[src/rtl/rv32_pkg.sv]
// Shared RV32 constants for the writeback/commit slice: datapath width,
// load funct3 encodings and the hard-wired zero register.
package rv32_pkg;

  localparam int XLEN = 32;

  localparam logic [2:0] F3_LB  = 3'b000;
  localparam logic [2:0] F3_LH  = 3'b001;
  localparam logic [2:0] F3_LW  = 3'b010;
  localparam logic [2:0] F3_LBU = 3'b100;
  localparam logic [2:0] F3_LHU = 3'b101;

  localparam logic [4:0] REG_X0 = 5'd0;

endpackage

[src/rtl/load_return_fifo.sv]
// Small power-of-two FIFO holding extracted load results ({rd, data}) until
// the commit stage has a free slot.
module load_return_fifo #(
  parameter int  DEPTH = 2,
  parameter int  WIDTH = 37,
  localparam int PTR_W = $clog2(DEPTH),
  localparam int CNT_W = PTR_W + 1
) (
  input  logic             clk,
  input  logic             rst_n,
  input  logic             push_i,
  input  logic [WIDTH-1:0] din_i,
  input  logic             pop_i,
  output logic [WIDTH-1:0] dout_o,
  output logic             full_o,
  output logic             empty_o,
  output logic [CNT_W-1:0] count_o
);

  logic [WIDTH-1:0] mem_q [DEPTH];
  logic [PTR_W-1:0] wr_ptr_q, rd_ptr_q;
  logic [CNT_W-1:0] count_q;
  logic             push_ok, pop_ok;

  assign full_o  = (count_q == CNT_W'(DEPTH));
  assign empty_o = (count_q == '0);
  assign count_o = count_q;
  assign dout_o  = mem_q[rd_ptr_q];

  // A full FIFO refuses a push even when the head pops in the same cycle.
  assign push_ok = push_i && !full_o;
  assign pop_ok  = pop_i && !empty_o;

  // NOTE: sequential state uses non-blocking assignments so every register
  // samples pre-edge values regardless of block ordering.
  always_ff @(posedge clk) begin
    if (!rst_n) begin
      wr_ptr_q <= '0;
      rd_ptr_q <= '0;
      count_q  <= '0;
    end else begin
      if (push_ok) wr_ptr_q <= wr_ptr_q + PTR_W'(1);
      if (pop_ok)  rd_ptr_q <= rd_ptr_q + PTR_W'(1);
      count_q <= count_q + CNT_W'(push_ok) - CNT_W'(pop_ok);
    end
  end

  // NOTE: storage is deliberately not reset; the pointers and count decide
  // which entries are valid, so clearing them is enough.
  always_ff @(posedge clk) begin
    if (push_ok) mem_q[wr_ptr_q] <= din_i;
  end

endmodule

[src/rtl/wb_commit_unit.sv]
// Writeback/commit stage: merges ALU results with queued load returns into a
// registered register-file write port, with load scoreboard and forwarding.
module wb_commit_unit
  import rv32_pkg::*;
#(
  parameter int XLEN     = rv32_pkg::XLEN,
  parameter int LQ_DEPTH = 2
) (
  input  logic            clk,
  input  logic            rst,
  input  logic            alu_valid,
  input  logic [4:0]      alu_rd,
  input  logic [XLEN-1:0] alu_data,
  input  logic            ld_valid,
  output logic            ld_ready,
  input  logic [4:0]      ld_rd,
  input  logic [XLEN-1:0] ld_word,
  input  logic [2:0]      ld_funct3,
  input  logic [1:0]      ld_addr_lo,
  input  logic            iss_ld_valid,
  input  logic [4:0]      iss_ld_rd,
  input  logic [4:0]      chk_rs1,
  input  logic [4:0]      chk_rs2,
  input  logic [4:0]      chk_rd,
  output logic            hazard_stall,
  output logic            fwd_rs1_hit,
  output logic            fwd_rs2_hit,
  output logic [XLEN-1:0] fwd_data,
  output logic [4:0]      rd,
  output logic [XLEN-1:0] data_des,
  output logic            data_valid
);

  localparam int ENTRY_W = 5 + XLEN;
  localparam int CNT_W   = $clog2(LQ_DEPTH) + 1;

  logic [7:0]         ld_byte;
  logic [15:0]        ld_half;
  logic [XLEN-1:0]    ld_ext;
  logic               lq_push, lq_pop, lq_full, lq_empty;
  logic [ENTRY_W-1:0] lq_head;
  logic [CNT_W-1:0]   lq_count;
  logic [4:0]         head_rd;
  logic [XLEN-1:0]    head_data;

  logic [4:0]         rd_q, rd_d;
  logic [XLEN-1:0]    data_q, data_d;
  logic               valid_q, valid_d;
  logic [31:0]        pend_q, pend_d;

  // Extraction happens before the FIFO so the queue holds final values.
  // NOTE: every always_comb output gets a value on every path (defaults or a
  // case default) so no latch is inferred.
  always_comb begin
    ld_byte = ld_word[{ld_addr_lo, 3'b000} +: 8];
    ld_half = ld_word[{ld_addr_lo[1], 4'b0000} +: 16];
    case (ld_funct3)
      F3_LB:   ld_ext = {{(XLEN-8){ld_byte[7]}}, ld_byte};
      F3_LBU:  ld_ext = {{(XLEN-8){1'b0}}, ld_byte};
      F3_LH:   ld_ext = {{(XLEN-16){ld_half[15]}}, ld_half};
      F3_LHU:  ld_ext = {{(XLEN-16){1'b0}}, ld_half};
      default: ld_ext = ld_word;
    endcase
  end

  assign ld_ready = rst && !lq_full;
  assign lq_push  = ld_valid && ld_ready;
  assign lq_pop   = !alu_valid && !lq_empty;

  load_return_fifo #(
    .DEPTH (LQ_DEPTH),
    .WIDTH (ENTRY_W)
  ) u_lq (
    .clk     (clk),
    .rst_n   (rst),
    .push_i  (lq_push),
    .din_i   ({ld_rd, ld_ext}),
    .pop_i   (lq_pop),
    .dout_o  (lq_head),
    .full_o  (lq_full),
    .empty_o (lq_empty),
    .count_o (lq_count)
  );

  assign head_rd   = lq_head[ENTRY_W-1 -: 5];
  assign head_data = lq_head[XLEN-1:0];

  // ALU has absolute priority; it cannot be back-pressured.
  always_comb begin
    rd_d    = rd_q;
    data_d  = data_q;
    valid_d = 1'b0;
    pend_d  = pend_q;
    if (alu_valid) begin
      rd_d    = alu_rd;
      data_d  = alu_data;
      valid_d = (alu_rd != REG_X0);
    end else if (lq_pop) begin
      rd_d    = head_rd;
      data_d  = head_data;
      valid_d = (head_rd != REG_X0);
      pend_d[head_rd] = 1'b0;
    end
    if (iss_ld_valid && iss_ld_rd != REG_X0) pend_d[iss_ld_rd] = 1'b1;
    pend_d[0] = 1'b0;
  end

  always_ff @(posedge clk) begin
    if (!rst) begin
      rd_q    <= '0;
      data_q  <= '0;
      valid_q <= 1'b0;
      pend_q  <= '0;
    end else begin
      rd_q    <= rd_d;
      data_q  <= data_d;
      valid_q <= valid_d;
      pend_q  <= pend_d;
    end
  end

  always_ff @(posedge clk) begin
    if (rst) assert (lq_empty == (lq_count == '0));
  end

  assign rd           = rd_q;
  assign data_des     = data_q;
  assign data_valid   = valid_q;
  assign fwd_data     = data_q;
  assign hazard_stall = pend_q[chk_rs1] | pend_q[chk_rs2] | pend_q[chk_rd];
  assign fwd_rs1_hit  = valid_q && (rd_q == chk_rs1) && (rd_q != REG_X0);
  assign fwd_rs2_hit  = valid_q && (rd_q == chk_rs2) && (rd_q != REG_X0);

endmodule

[config.mk]
export PLATFORM = sky130hd
export DESIGN_NAME = wb_commit_unit
export DESIGN_NICKNAME = d
export VERILOG_FILES = /design/src/rtl/rv32_pkg.sv /design/src/rtl/load_return_fifo.sv /design/src/rtl/wb_commit_unit.sv
export SDC_FILE = /design/constraint.sdc
export NUM_CORES = 1
export LEC_CHECK = 0
export BUFFER_PORTS_ARGS = -buffer_cell sky130_fd_sc_hd__clkbuf_2
export CAP_MARGIN = 20
export CORE_AREA = 8 8 125 127
export DETAILED_ROUTE_END_ITERATION = 6
export DIE_AREA = 0 0 133 135
export PLACE_DENSITY = 0.82
export REMOVE_ABC_BUFFERS = 1
export SETUP_SLACK_MARGIN = 0.15
export SLEW_MARGIN = 0
export SYNTH_ARGS = -nofsm -noshare
export SYNTH_HDL_FRONTEND = slang
export SYNTH_SLANG_ARGS = --single-unit
[constraint.sdc]
create_clock -name clk -period 6.7 [get_ports clk]
set_input_delay 1.34 -clock clk [delete_from_list [all_inputs] [get_ports clk]]
set_output_delay 1.34 -clock clk [all_outputs]
set_load 0.03 [all_outputs]
==> results of run 1 <==
## worst paths after layout
| kind | slack, ns | cells after the start | startpoint | end |
|---|---|---|---|---|
| max | 2.40 | 7 | chk_rs2[1] | hazard_stall |
| min | 0.55 | 2 | pend_q[27] | pend_q[27] |
| max reg2reg | 4.52 | 6 | flip-flop | pend_q[17] |
| min reg2reg | 0.55 | 2 | pend_q[27] | pend_q[27] |
## state kept, by name, summed over array words and instances (netlist names), named ones only
| name | flops |
|---|---|
| u_lq.mem_q | 74 |
| data_des | 32 |
| pend_q | 31 |
| rd | 5 |
| u_lq.count_o | 2 |
| data_valid | 1 |
| u_lq.rd_ptr_q | 1 |
| u_lq.wr_ptr_q | 1 |
## placed cells by master (no fill, tap or decap), drive strengths merged, types with 4 or more instances in the layout
cell type	synthesis	final
clkbuf	28	197
edfxtp	74	74
dfxtp	74	74
nor2	59	59
nand2	57	57
nor2b	48	48
mux2i	46	46
a21oi	46	46
o21ai	43	43
a211oi	38	38
a21boi	37	37
a21o	18	18
mux2	15	15
mux4	13	13
inv	8	8
nor3	8	8
xnor2	8	8
nand2b	7	7
nand3	7	7
and2	7	7
clkinv	0	7
buf	57	6
o22ai	5	5
o22a	5	5
nand3b	5	5
xor2	5	5
a22oi	4	4
a221o	4	4
a2111oi	4	4
## worst max-delay path: cells and delay by family
kind	cells	cell delay, ns
AOI/OAI and AO/OA	1	0.26
buffers and inverters	2	0.52
muxes	1	0.55
and+or+nand+nor	3	0.29
## kinds of logic (layout without fill, tap and decap cells)
family | count (synthesis) | after routing | share of synthesized area [%]
compound gates | 219 | 219 | 18.7
simple gates | 215 | 215 | 13.6
flops | 148 | 148 | 47.4
buf+inv | 93 | 223 | 6.77
mux | 74 | 74 | 11.8
xor+xnor | 13 | 13 | 1.46
fa+ha+maj | 2 | 2 | 0.320
## per-stage QoR
stage	util (%)	cells	instance area (sq um)
floorplan	-	679	7320
global placement	62.3	1042	8480
detailed placement	62.3	1042	8480
CTS	66.8	1074	9100
global route	66.8	1074	9100
finish	66.8	1074	9100
## layer usage
metal	wire [um]	up-vias	GRT usage (%)
li1	-	3012	-
met1	8250	2911	27.0
met2	10100	292	38.2
met3	1620	56	7.21
met4	638	2	10.8
met5	13	-	0
## where the power goes
part | switching [uW] | total (uW) | internal [uW]
clock | 368 | 972 | 604
combinational | 533 | 812 | 279
sequential | 52.5 | 1090 | 1040
total | 953 | 2880 | 1920
## cell type report
class | count | area, sq um | area share [%]
flip-flops and latches | 148 | 3700 | 40.7
multi-input cells | 523 | 3590 | 39.5
repair buffers | 183 | 931 | 10.2
clock buffers | 20 | 457 | 5.02
well taps | 180 | 225 | 2.48
clock inverters | 12 | 155 | 1.71
inverters | 8 | 30.0 | 0.330
==> run summary, run 1 <==
OUTCOME
-------------------------------------------------------------------------------------------------
Status ............................................................................. finished, final reports clean

CRITICAL PATH
-------------------------------------------------------------------------------------------------
Critical setup path kind ........................................................... primary input to output pin
Most numerous cell on the critical path ............................................ sky130_fd_sc_hd__clkbuf_2
Largest driver fanout on the critical path .........................................           13
Data arrival time at the worst-slack endpoint ......................................      2.96 ns
Critical path required time ........................................................      5.36 ns
Cell-by-cell trace of the critical path ............................................ clkbuf_2, mux4_2, nor2_1, nor4b_1, a311oi_1, nand4_1, clkbuf_2
Crit end category ..................................................................   output pin
Slowest stage cell, crit path ...................................................... sky130_fd_sc_hd__mux4_2
Delay of the slowest critical-path stage ...........................................      0.55 ns
Critical path launch point type .................................................... primary input

YOSYS
-------------------------------------------------------------------------------------------------
Count of flip-flops with a built-in enable after synthesis .........................           74
Share of the yosys chip area belonging to registers ................................        47.4%
Synth Flop Type .................................................................... sky130_fd_sc_hd__edfxtp_1
Combined area of all synthesized cells .............................................   7820 sq um
Share of the synthesized area in the top cell type .................................        28.4%
Seq cells post-synth ...............................................................          148
Largest area contributor in the netlist ............................................ sky130_fd_sc_hd__edfxtp_1
Async SR Flop Fraction .............................................................           0%
Synth cell count leaders ........................................................... sky130_fd_sc_hd__dfxtp_1, sky130_fd_sc_hd__edfxtp_1, sky130_fd_sc_hd__nor2_1
Number of distinct library cell variants in the gate-level netlist after synthesis .           58
Number of standard cells after synthesis ...........................................          764
Average cell area after synthesis ..................................................   10.2 sq um
Leading cell types by total area after synthesis ................................... sky130_fd_sc_hd__edfxtp_1, sky130_fd_sc_hd__dfxtp_1, sky130_fd_sc_hd__mux2i_1
Syn. warnings ......................................................................            0

TIMING
-------------------------------------------------------------------------------------------------
Number of max-slew violations in the final report ..................................            0
Count of endpoints failing hold in the final timing report .........................            0
Max-slew headroom ..................................................................        40.8%
Share of the clock period used by the worst path ...................................        64.2%
Maximum clock skew at final layout .................................................   0.00559 ns
Fmax ...............................................................................      232 MHz
Unrepaired setup endpoints after global routing ....................................        false
Final number of setup-violating endpoints ..........................................            0
Final worst-path setup slack .......................................................      2.40 ns
Tightest hold margin ...............................................................     0.551 ns
Worst-Margin Slew ..................................................................     0.888 ns
Total negative setup slack .........................................................         0 ns
Final critical-path required period ................................................      4.30 ns

HOLD PATH
-------------------------------------------------------------------------------------------------
Min-Delay Path Class ............................................................... flip-flop to flip-flop

CLOCKING
-------------------------------------------------------------------------------------------------
Number of clock buffers inserted by TritonCTS ......................................           17
Clock Latency Late Sink ............................................................      0.43 ns
CTS Buffer Depth ...................................................................            2
Clock sink count ...................................................................          148
Clock slew seen by the registers of the worst setup and hold paths .................      0.06 ns
Root buffer cell ................................................................... sky130_fd_sc_hd__clkbuf_16
H-tree Lvls ........................................................................            4
Clock tree from TritonCTS ..........................................................          yes
Setup Buffers After CTS ............................................................            0
Quantity of gates resized following cts ............................................            0
Number of hold buffers added after cts .............................................            0

LAYOUT
-------------------------------------------------------------------------------------------------
Net count reported at finish .......................................................          987
Share of layout cells above drive strength 1 .......................................        27.9%
Filler cells .......................................................................        1,052
Area growth from synthesis to final layout .........................................        16.4%
Antenna diode count ................................................................            0

DETAILED ROUTING
-------------------------------------------------------------------------------------------------
Number of remaining DRC errors .....................................................            0
Number of nets still failing antenna checks after routing ..........................            0
Initial DRT Pass Iterations ........................................................            7
Wire per inst ......................................................................      19.2 um
Count of routing violations after the opening detailed-route iteration .............          471
DRT Wirelength .....................................................................    20,600 um
Vias after detailed routing ........................................................        6,273
Via-per-instance ratio .............................................................         5.84

DIE
-------------------------------------------------------------------------------------------------
Die area ........................................................................... 18,000 sq um
Die span in y ......................................................................       135 um
Starting density of the core .......................................................        57.4%
Core footprint ..................................................................... 13,600 sq um
Count of pins on the block boundary ................................................          178
Horizontal extent of the die .......................................................       133 um
Row count ..........................................................................           43

POWER AND IR DROP
-------------------------------------------------------------------------------------------------
Pwr dens ...........................................................................  316 nW/um^2
Leakage power of the design ........................................................   0.00356 uW
Total power after layout ...........................................................      2880 uW
Peak supply drop ...................................................................       216 uV

GLOBAL ROUTING
-------------------------------------------------------------------------------------------------
Overflow left after global routing .................................................            0
Initial antenna violation count ....................................................            1
Total global routing track utilization .............................................        23.1%
First-pass GRT wire length .........................................................    32,700 um
Pin count of the biggest net entering global routing ...............................           75
Number of global-route vias before repair ..........................................        6,254

FLOW RUN
-------------------------------------------------------------------------------------------------
Max Cap Violations .................................................................            0

PLACED DESIGN
-------------------------------------------------------------------------------------------------
GP Congestion ......................................................................        0.971
Count of port buffers added during placement .......................................          177
Worst setup slack after placement ..................................................      2.40 ns
Placed wire-length estimate ........................................................    14,800 um

Power figures use the tool's default switching activity.
==> run 2: changes to the inputs <==
--- a/config.mk
+++ b/config.mk
@@ -5,12 +5,13 @@
 export SDC_FILE = /design/constraint.sdc
 export NUM_CORES = 1
 export LEC_CHECK = 0
+export ABC_AREA = 1
 export BUFFER_PORTS_ARGS = -buffer_cell sky130_fd_sc_hd__clkbuf_2
 export CAP_MARGIN = 20
-export CORE_AREA = 8 8 125 127
+export CORE_AREA = 8 8 129 131
 export DETAILED_ROUTE_END_ITERATION = 6
-export DIE_AREA = 0 0 133 135
-export PLACE_DENSITY = 0.82
+export DIE_AREA = 0 0 137 139
+export PLACE_DENSITY = 0.78
 export REMOVE_ABC_BUFFERS = 1
 export SETUP_SLACK_MARGIN = 0.15
 export SLEW_MARGIN = 0
==> constraint.sdc (replaced) <==
create_clock -name clk -period 4.43 [get_ports clk]
set_input_delay 0.886 -clock clk [delete_from_list [all_inputs] [get_ports clk]]
set_output_delay 0.886 -clock clk [all_outputs]
set_load 0.03 [all_outputs]
==> run summary, run 2 <==
CLOCKING
-------------------------------------------------------------------------------------------------
Root buffer cell ................................................................... sky130_fd_sc_hd__clkbuf_16   unchanged
H-tree Lvls ........................................................................            4   unchanged
CTS Buffer Depth ...................................................................            2   unchanged
Number of hold buffers added after cts .............................................            0   unchanged
Clock tree from TritonCTS ..........................................................          yes   unchanged
Clock slew seen by the registers of the worst setup and hold paths .................      0.06 ns   about the same
Number of clock buffers inserted by TritonCTS ......................................           17   unchanged
Clock Latency Late Sink ............................................................      0.42 ns   was 0.43 ns
Setup Buffers After CTS ............................................................            0   unchanged
Quantity of gates resized following cts ............................................            0   unchanged
Clock sink count ...................................................................          148   unchanged

TIMING
-------------------------------------------------------------------------------------------------
Unrepaired setup endpoints after global routing ....................................        false   unchanged
Worst-Margin Slew ..................................................................     0.818 ns   was 0.888 ns
Maximum clock skew at final layout .................................................   0.00805 ns   was 0.00559 ns
Number of max-slew violations in the final report ..................................            0   unchanged
Max-slew headroom ..................................................................        45.3%   was 40.8%
Fmax ...............................................................................      309 MHz
Final number of setup-violating endpoints ..........................................            0   unchanged
Share of the clock period used by the worst path ...................................        73.0%
Final critical-path required period ................................................      3.23 ns
Count of endpoints failing hold in the final timing report .........................            0   unchanged
Tightest hold margin ...............................................................     0.477 ns   was 0.551 ns

LAYOUT
-------------------------------------------------------------------------------------------------
Antenna diode count ................................................................            0   unchanged
Final cell count without fillers ...................................................        1,319   was 1,074
Share of layout cells above drive strength 1 .......................................        23.0%   was 27.9%
Most frequent standard cell in the layout excluding fill and tap cells ............. sky130_fd_sc_hd__nand2_1   was sky130_fd_sc_hd__clkbuf_2
Area occupied by multi-input gates .................................................   3280 sq um   was 3590 sq um
Filler cells .......................................................................        1,322   was 1,052
Most frequent cells in the layout .................................................. sky130_fd_sc_hd__nand2_1, sky130_fd_sc_hd__clkbuf_2, sky130_fd_sc_hd__nand3_1   was sky130_fd_sc_hd__clkbuf_2, sky130_fd_sc_hd__edfxtp_1, sky130_fd_sc_hd__dfxtp_1
Net count reported at finish .......................................................        1,224   was 987
Register Area ......................................................................   3700 sq um   about the same
Area growth from synthesis to final layout .........................................        16.5%   was 16.4%
Largest reg by FF count ............................................................   u_lq.mem_q   unchanged
Final Cell Area ....................................................................   9100 sq um   about the same
Number of flip-flops in the largest register .......................................           74   unchanged

DETAILED ROUTING
-------------------------------------------------------------------------------------------------
Wire per inst ......................................................................      17.6 um   was 19.2 um
Vias after detailed routing ........................................................        7,441   was 6,273
Number of remaining DRC errors .....................................................            0   unchanged
Via-per-instance ratio .............................................................         5.64   was 5.84
Number of nets still failing antenna checks after routing ..........................            0   unchanged
DRT Wirelength .....................................................................    23,200 um   was 20,600 um
Initial DRT Pass Iterations ........................................................            5   was 7
Count of routing violations after the opening detailed-route iteration .............          636   was 471

CRITICAL PATH
-------------------------------------------------------------------------------------------------
Critical path required time ........................................................      3.54 ns   was 5.36 ns
Critical path launch point type .................................................... primary input   unchanged
R2R depth ..........................................................................            8   was 6
Critical setup path kind ........................................................... primary input to output pin   unchanged
Start point of the critical path ...................................................   chk_rs2[0]   was chk_rs2[1]
FF-to-FF End .......................................................................   pend_q[16]   was pend_q[17]
Worst setup slack for register-to-register paths ...................................      2.22 ns   was 4.52 ns
Largest driver fanout on the critical path .........................................           18   was 13
Data arrival time at the worst-slack endpoint ......................................      2.35 ns   was 2.96 ns
Crit end category ..................................................................   output pin   unchanged

YOSYS
-------------------------------------------------------------------------------------------------
Cell with the most instances after synthesis ....................................... sky130_fd_sc_hd__nand2_1
Combined area of all synthesized cells .............................................   7810 sq um   was 7820 sq um
Number of standard cells after synthesis ...........................................          992   was 764
Syn. warnings ......................................................................            0   unchanged
Synth Flop Type .................................................................... sky130_fd_sc_hd__edfxtp_1   unchanged
Seq cells post-synth ...............................................................          148   unchanged
Share of the synthesized area in the top cell type .................................        28.5%   was 28.4%
Share of the yosys chip area belonging to registers ................................        47.4%   about the same
Leading cell types by total area after synthesis ................................... sky130_fd_sc_hd__edfxtp_1, sky130_fd_sc_hd__dfxtp_1, sky130_fd_sc_hd__nand2_1   was sky130_fd_sc_hd__edfxtp_1, sky130_fd_sc_hd__dfxtp_1, sky130_fd_sc_hd__mux2i_1
Synth cell count leaders ........................................................... sky130_fd_sc_hd__nand2_1, sky130_fd_sc_hd__nand3_1, sky130_fd_sc_hd__inv_1   was sky130_fd_sc_hd__dfxtp_1, sky130_fd_sc_hd__edfxtp_1, sky130_fd_sc_hd__nor2_1
Largest area contributor in the netlist ............................................ sky130_fd_sc_hd__edfxtp_1   unchanged
Async SR Flop Fraction .............................................................           0%   unchanged
Number of distinct library cell variants in the gate-level netlist after synthesis .           37   was 58
Average cell area after synthesis ..................................................   7.87 sq um   was 10.2 sq um
Count of flip-flops with a built-in enable after synthesis .........................           74   unchanged

HOLD PATH
-------------------------------------------------------------------------------------------------
Min-Delay Path Class ............................................................... flip-flop to flip-flop   unchanged
Hold Path Origin ...................................................................    pend_q[3]   was pend_q[27]
Number of stages on the worst hold path ............................................            2   unchanged
Hold Crit Endpoint .................................................................    pend_q[3]   was pend_q[27]

FLOW RUN
-------------------------------------------------------------------------------------------------
Max Cap Violations .................................................................            0   unchanged

GLOBAL ROUTING
-------------------------------------------------------------------------------------------------
Pin count of the biggest net entering global routing ...............................           44   was 75
Total global routing track utilization .............................................        24.2%   was 23.1%
Initial antenna violation count ....................................................            3   was 1
Overflow left after global routing .................................................            0   unchanged
First-pass GRT wire length .........................................................    36,600 um   was 32,700 um
Number of global-route vias before repair ..........................................        7,159   was 6,254

DIE
-------------------------------------------------------------------------------------------------
Count of pins on the block boundary ................................................          178   unchanged
Row count ..........................................................................           45   was 43
Starting density of the core .......................................................        52.9%   was 57.4%
Die span in y ......................................................................       139 um   was 135 um
Horizontal extent of the die .......................................................       137 um   was 133 um
Die area ........................................................................... 19,000 sq um   was 18,000 sq um
Core footprint ..................................................................... 14,800 sq um   was 13,600 sq um

PLACED DESIGN
-------------------------------------------------------------------------------------------------
Count of port buffers added during placement .......................................          177   unchanged
# placed instances .................................................................        1,287   was 1,042
GP Congestion ......................................................................        0.971   about the same
Instance area after placement ......................................................   8540 sq um   was 8480 sq um
Placed wire-length estimate ........................................................    16,500 um   was 14,800 um

POWER AND IR DROP
-------------------------------------------------------------------------------------------------
Pwr dens ...........................................................................  452 nW/um^2   was 316 nW/um^2
Total power after layout ...........................................................      4110 uW   was 2880 uW
Peak supply drop ...................................................................       308 uV   was 216 uV
Leakage power of the design ........................................................   0.00400 uW   was 0.00356 uW

OUTCOME
-------------------------------------------------------------------------------------------------
Status ............................................................................. finished, final reports clean   unchanged

## run 2: layout make-up
type,count,share of cell area [%]
Inverter,100,4.15
Sequential cell,148,40.7
Tap cell,188,2.59
Multi-Input combinational cell,666,36.1
Timing Repair Buffer,185,10.4
Clock buffer,21,4.95
Clock inverter,11,1.13
## run 2: cells by family (layout without fill, tap and decap cells)
group	count (synthesis)	after routing	synth area share, %
adders and majority gates	2	2	0.320
xor gates and xnor gates	5	5	0.561
buffers and inverters	178	317	10.7
DFF	148	148	47.4
and+or+nand+nor	444	444	24.4
AOI/OAI and AO/OA	215	215	16.6
## run 2: layer usage
layer	GRT usage (%)	part of all wire (%)	vias to the layer above
met3	6.30	8.1	49
met4	9.61	2.9	6
met2	37.8	47	359
met5	0	0.16	-
met1	31.1	42	3443
li1	-	-	3584
## run 2: metrics by stage
stage	setup slack, ns	utilization [%]	setup TNS [ns]
3_5_place_dp	1.22	57.9	0
5_1_grt	1.04	61.7	0
6_report	1.20	61.7	0
3_3_place_gp	1.26	57.9	0
4_1_cts	1.23	61.7	0
2_1_floorplan	-0.114	-	-8.42
## run 2: worst max path at each step
stage	cells past startpoint	slack [ns]	end
after floorplan	4	-0.11	u_lq.mem_q[0][0]
after global placement	11	1.26	hazard_stall
after detailed placement	11	1.22	hazard_stall
after CTS	11	1.23	hazard_stall
after global routing	11	1.04	hazard_stall
final	11	1.20	hazard_stall
## run 2: power by group
part / internal [uW] / switching, uW / total, uW
combinational: 308 / 804 / 1110
clock: 788 / 552 / 1340
sequential: 1570 / 81.7 / 1660
total: 2670 / 1440 / 4110
## run 2: critical path, cell delays in order
cell and delay (ns):
sky130_fd_sc_hd__clkbuf_2 0.23, sky130_fd_sc_hd__inv_1 0.42, sky130_fd_sc_hd__nand2_1 0.10, sky130_fd_sc_hd__nand3_1 0.09, sky130_fd_sc_hd__nand3_1 0.09, sky130_fd_sc_hd__nand2_1 0.08
sky130_fd_sc_hd__nand2_1 0.05, sky130_fd_sc_hd__nand3_1 0.06, sky130_fd_sc_hd__nand2_1 0.05, sky130_fd_sc_hd__nand3_1 0.07, sky130_fd_sc_hd__clkbuf_2 0.21
==> run 3: changes to the inputs <==
--- a/config.mk
+++ b/config.mk
@@ -8,10 +8,10 @@
 export ABC_AREA = 1
 export BUFFER_PORTS_ARGS = -buffer_cell sky130_fd_sc_hd__clkbuf_2
 export CAP_MARGIN = 20
-export CORE_AREA = 8 8 129 131
+export CORE_AREA = 8 8 136 138
 export DETAILED_ROUTE_END_ITERATION = 6
-export DIE_AREA = 0 0 137 139
-export PLACE_DENSITY = 0.78
+export DIE_AREA = 0 0 144 146
+export PLACE_DENSITY = 0.73
 export REMOVE_ABC_BUFFERS = 1
 export SETUP_SLACK_MARGIN = 0.15
 export SLEW_MARGIN = 0
==> constraint.sdc (replaced) <==
create_clock -name clk -period 2.6 [get_ports clk]
set_input_delay 0.52 -clock clk [delete_from_list [all_inputs] [get_ports clk]]
set_output_delay 0.52 -clock clk [all_outputs]
set_load 0.03 [all_outputs]
==> run summary, run 3 (same netlist as run 2, synthesis figures left out) <==
OUTCOME
-------------------------------------------------------------------------------------
Status ................................................................. finished, final reports clean   unchanged

LAYOUT
-------------------------------------------------------------------------------------
Most frequent standard cell in the layout excluding fill and tap cells . sky130_fd_sc_hd__nand2_1   unchanged
Area growth from synthesis to final layout .............................        18.1%   was 16.5%
Area occupied by multi-input gates .....................................   3280 sq um   unchanged
Most frequent cells in the layout ...................................... sky130_fd_sc_hd__nand2_1, sky130_fd_sc_hd__clkbuf_2, sky130_fd_sc_hd__nand3_1   unchanged
Filler cells ...........................................................        1,499   was 1,322
Number of flip-flops in the largest register ...........................           74   unchanged
Largest reg by FF count ................................................   u_lq.mem_q   unchanged
Share of layout cells above drive strength 1 ...........................        23.6%   was 23.0%
Utilization after layout ...............................................        56.6%   was 61.7%
Register Area ..........................................................   3700 sq um   unchanged
Net count reported at finish ...........................................        1,232   was 1,224

POWER AND IR DROP
-------------------------------------------------------------------------------------
Peak supply drop .......................................................       645 uV   was 308 uV
Pwr dens ...............................................................  761 nW/um^2   was 452 nW/um^2
Leakage power of the design ............................................   0.00406 uW   was 0.00400 uW

TIMING
-------------------------------------------------------------------------------------
Final critical-path required period ....................................      2.32 ns
Worst-Margin Slew ......................................................     0.763 ns   was 0.818 ns
Maximum clock skew at final layout .....................................   0.00894 ns   was 0.00805 ns
Max-slew headroom ......................................................        49.0%   was 45.3%
Fmax ...................................................................      431 MHz
Final number of setup-violating endpoints ..............................            0   unchanged
Total negative setup slack .............................................         0 ns   unchanged
Count of endpoints failing hold in the final timing report .............            0   unchanged
Number of max-slew violations in the final report ......................            0   unchanged
Final worst-path setup slack ...........................................     0.279 ns   was 1.20 ns
Unrepaired setup endpoints after global routing ........................        false   unchanged
Share of the clock period used by the worst path .......................        89.3%

CRITICAL PATH
-------------------------------------------------------------------------------------
Slowest stage cell, crit path .......................................... sky130_fd_sc_hd__clkinv_1   was sky130_fd_sc_hd__inv_1
Data arrival time at the worst-slack endpoint ..........................      1.80 ns   was 2.35 ns
Delay of the slowest critical-path stage ...............................      0.29 ns   was 0.42 ns
Critical path launch point type ........................................ primary input   unchanged
Cell-by-cell trace of the critical path ................................ clkbuf_2, clkinv_1, nand3_1, nand3_1, nand2_1, nand2_1, nand3_1, nand2_1, nand3_1, clkbuf_2   was clkbuf_2, inv_1, nand2_1, nand3_1, nand3_1, nand2_1, nand2_1, nand3_1, nand2_1, nand3_1, clkbuf_2
Critical path required time ............................................      2.08 ns   was 3.54 ns
Most numerous cell on the critical path ................................ sky130_fd_sc_hd__nand3_1
Crit end category ......................................................   output pin   unchanged
Largest driver fanout on the critical path .............................           10   was 18
Critical setup path kind ............................................... primary input to output pin   unchanged

DETAILED ROUTING
-------------------------------------------------------------------------------------
Number of nets still failing antenna checks after routing ..............            0   unchanged
Via-per-instance ratio .................................................         5.51   was 5.64
Count of routing violations after the opening detailed-route iteration .          847   was 636
Vias after detailed routing ............................................        7,495   was 7,441
DRT Wirelength .........................................................    24,100 um   was 23,200 um
Initial DRT Pass Iterations ............................................            6   was 5
Wire per inst ..........................................................      17.8 um   was 17.6 um
Number of remaining DRC errors .........................................            0   unchanged

FLOW RUN
-------------------------------------------------------------------------------------
Max Cap Violations .....................................................            0   unchanged

GLOBAL ROUTING
-------------------------------------------------------------------------------------
Pin count of the biggest net entering global routing ...................           44   unchanged
Number of global-route vias before repair ..............................        7,172   was 7,159
Total global routing track utilization .................................        22.8%   was 24.2%
Overflow left after global routing .....................................            0   unchanged
Initial antenna violation count ........................................            2   was 3
First-pass GRT wire length .............................................    37,300 um   was 36,600 um

PLACED DESIGN
-------------------------------------------------------------------------------------
Placed wire-length estimate ............................................    17,200 um   was 16,500 um
GP Congestion ..........................................................        0.955   was 0.971
Worst setup slack after placement ......................................     0.308 ns   was 1.22 ns
Count of port buffers added during placement ...........................          177   unchanged

DIE
-------------------------------------------------------------------------------------
Core footprint ......................................................... 16,300 sq um   was 14,800 sq um
Row count ..............................................................           47   was 45
Die area ............................................................... 21,000 sq um   was 19,000 sq um
Die span in y ..........................................................       146 um   was 139 um
Horizontal extent of the die ...........................................       144 um   was 137 um
Count of pins on the block boundary ....................................          178   unchanged
Starting density of the core ...........................................        47.9%   was 52.9%

CLOCKING
-------------------------------------------------------------------------------------
Number of clock buffers inserted by TritonCTS ..........................           17   unchanged
Clock tree from TritonCTS ..............................................          yes   unchanged
CTS Buffer Depth .......................................................            2   unchanged
Setup Buffers After CTS ................................................            0   unchanged
H-tree Lvls ............................................................            4   unchanged
Number of hold buffers added after cts .................................            0   unchanged
Clock Latency Late Sink ................................................      0.43 ns   was 0.42 ns
Root buffer cell ....................................................... sky130_fd_sc_hd__clkbuf_16   unchanged
Clock slew seen by the registers of the worst setup and hold paths .....      0.06 ns   about the same
Clock sink count .......................................................          148   unchanged
Quantity of gates resized following cts ................................            0   unchanged

HOLD PATH
-------------------------------------------------------------------------------------
Min-Delay Path Class ................................................... primary input to flip-flop   was flip-flop to flip-flop

## run 3: cell types whose count changed in the layout (fill, tap and decap cells not counted)
cell	change
sky130_fd_sc_hd__buf_4	+6
sky130_fd_sc_hd__buf_12	+2
sky130_fd_sc_hd__clkbuf_8	+2
sky130_fd_sc_hd__clkinv_2	+2
sky130_fd_sc_hd__clkinv_4	-2
sky130_fd_sc_hd__clkinvlp_4	-2
sky130_fd_sc_hd__bufinv_16	-1
sky130_fd_sc_hd__clkbuf_1	-1
sky130_fd_sc_hd__clkbuf_16	+1
sky130_fd_sc_hd__clkbuf_4	+1
sky130_fd_sc_hd__diode_2	+1
sky130_fd_sc_hd__inv_4	+1
sky130_fd_sc_hd__inv_6	-1
## run 3: final cells by class
cell class              instances  share of cell area [%]
flip-flops and latches        148                    40.1
repair buffers                193                    11.2
diodes                          1                  0.0271
clock buffers                  24                    5.49
multi-input cells             666                    35.6
inverters                     100                    4.10
clock inverters                 8                   0.515
well taps                     220                    2.98
## run 3: critical path: cells and delay by family
kind          cells  cell delay [ns]
buf+inv           3             0.72
simple gates      7             0.57
## run 3: path summary, 6_finish.rpt
path,startpoint,endpoint,slack [ns],cells after the start
min reg2reg,u_lq.rd_ptr_q,flip-flop,0.47,1
max,chk_rs2[1],hazard_stall,0.28,10
max reg2reg,flip-flop,pend_q[19],0.80,6
min,ld_rd[0],u_lq.mem_q[0][32],0.29,1
## run 3: layer usage
layer  track usage, %  vias to the layer above  wire, um
met1             27.8                     3499      9560
met2             36.6                      349     11700
li1                 -                     3595         -
met4             9.78                        2       707
met3             6.40                       50      2120
met5                0                        -        13
## run 3: through the flow
step | hold slack (ns) | cell area, sq um | total power, uW | instances
after floorplan | 0.425 | 7350 | 4070 | 914
after global placement | 0.434 | 8670 | 4750 | 1327
after detailed placement | 0.464 | 8670 | 4780 | 1327
after CTS | 0.272 | 9220 | 7050 | 1359
after global routing | 0.277 | 9230 | 7330 | 1360
final | 0.286 | 9230 | 7020 | 1360
## run 3: report_power, final
part	switching (uW)	internal [uW]
Sequential	138	2680
Clock	923	1360
Combinational	1370	548
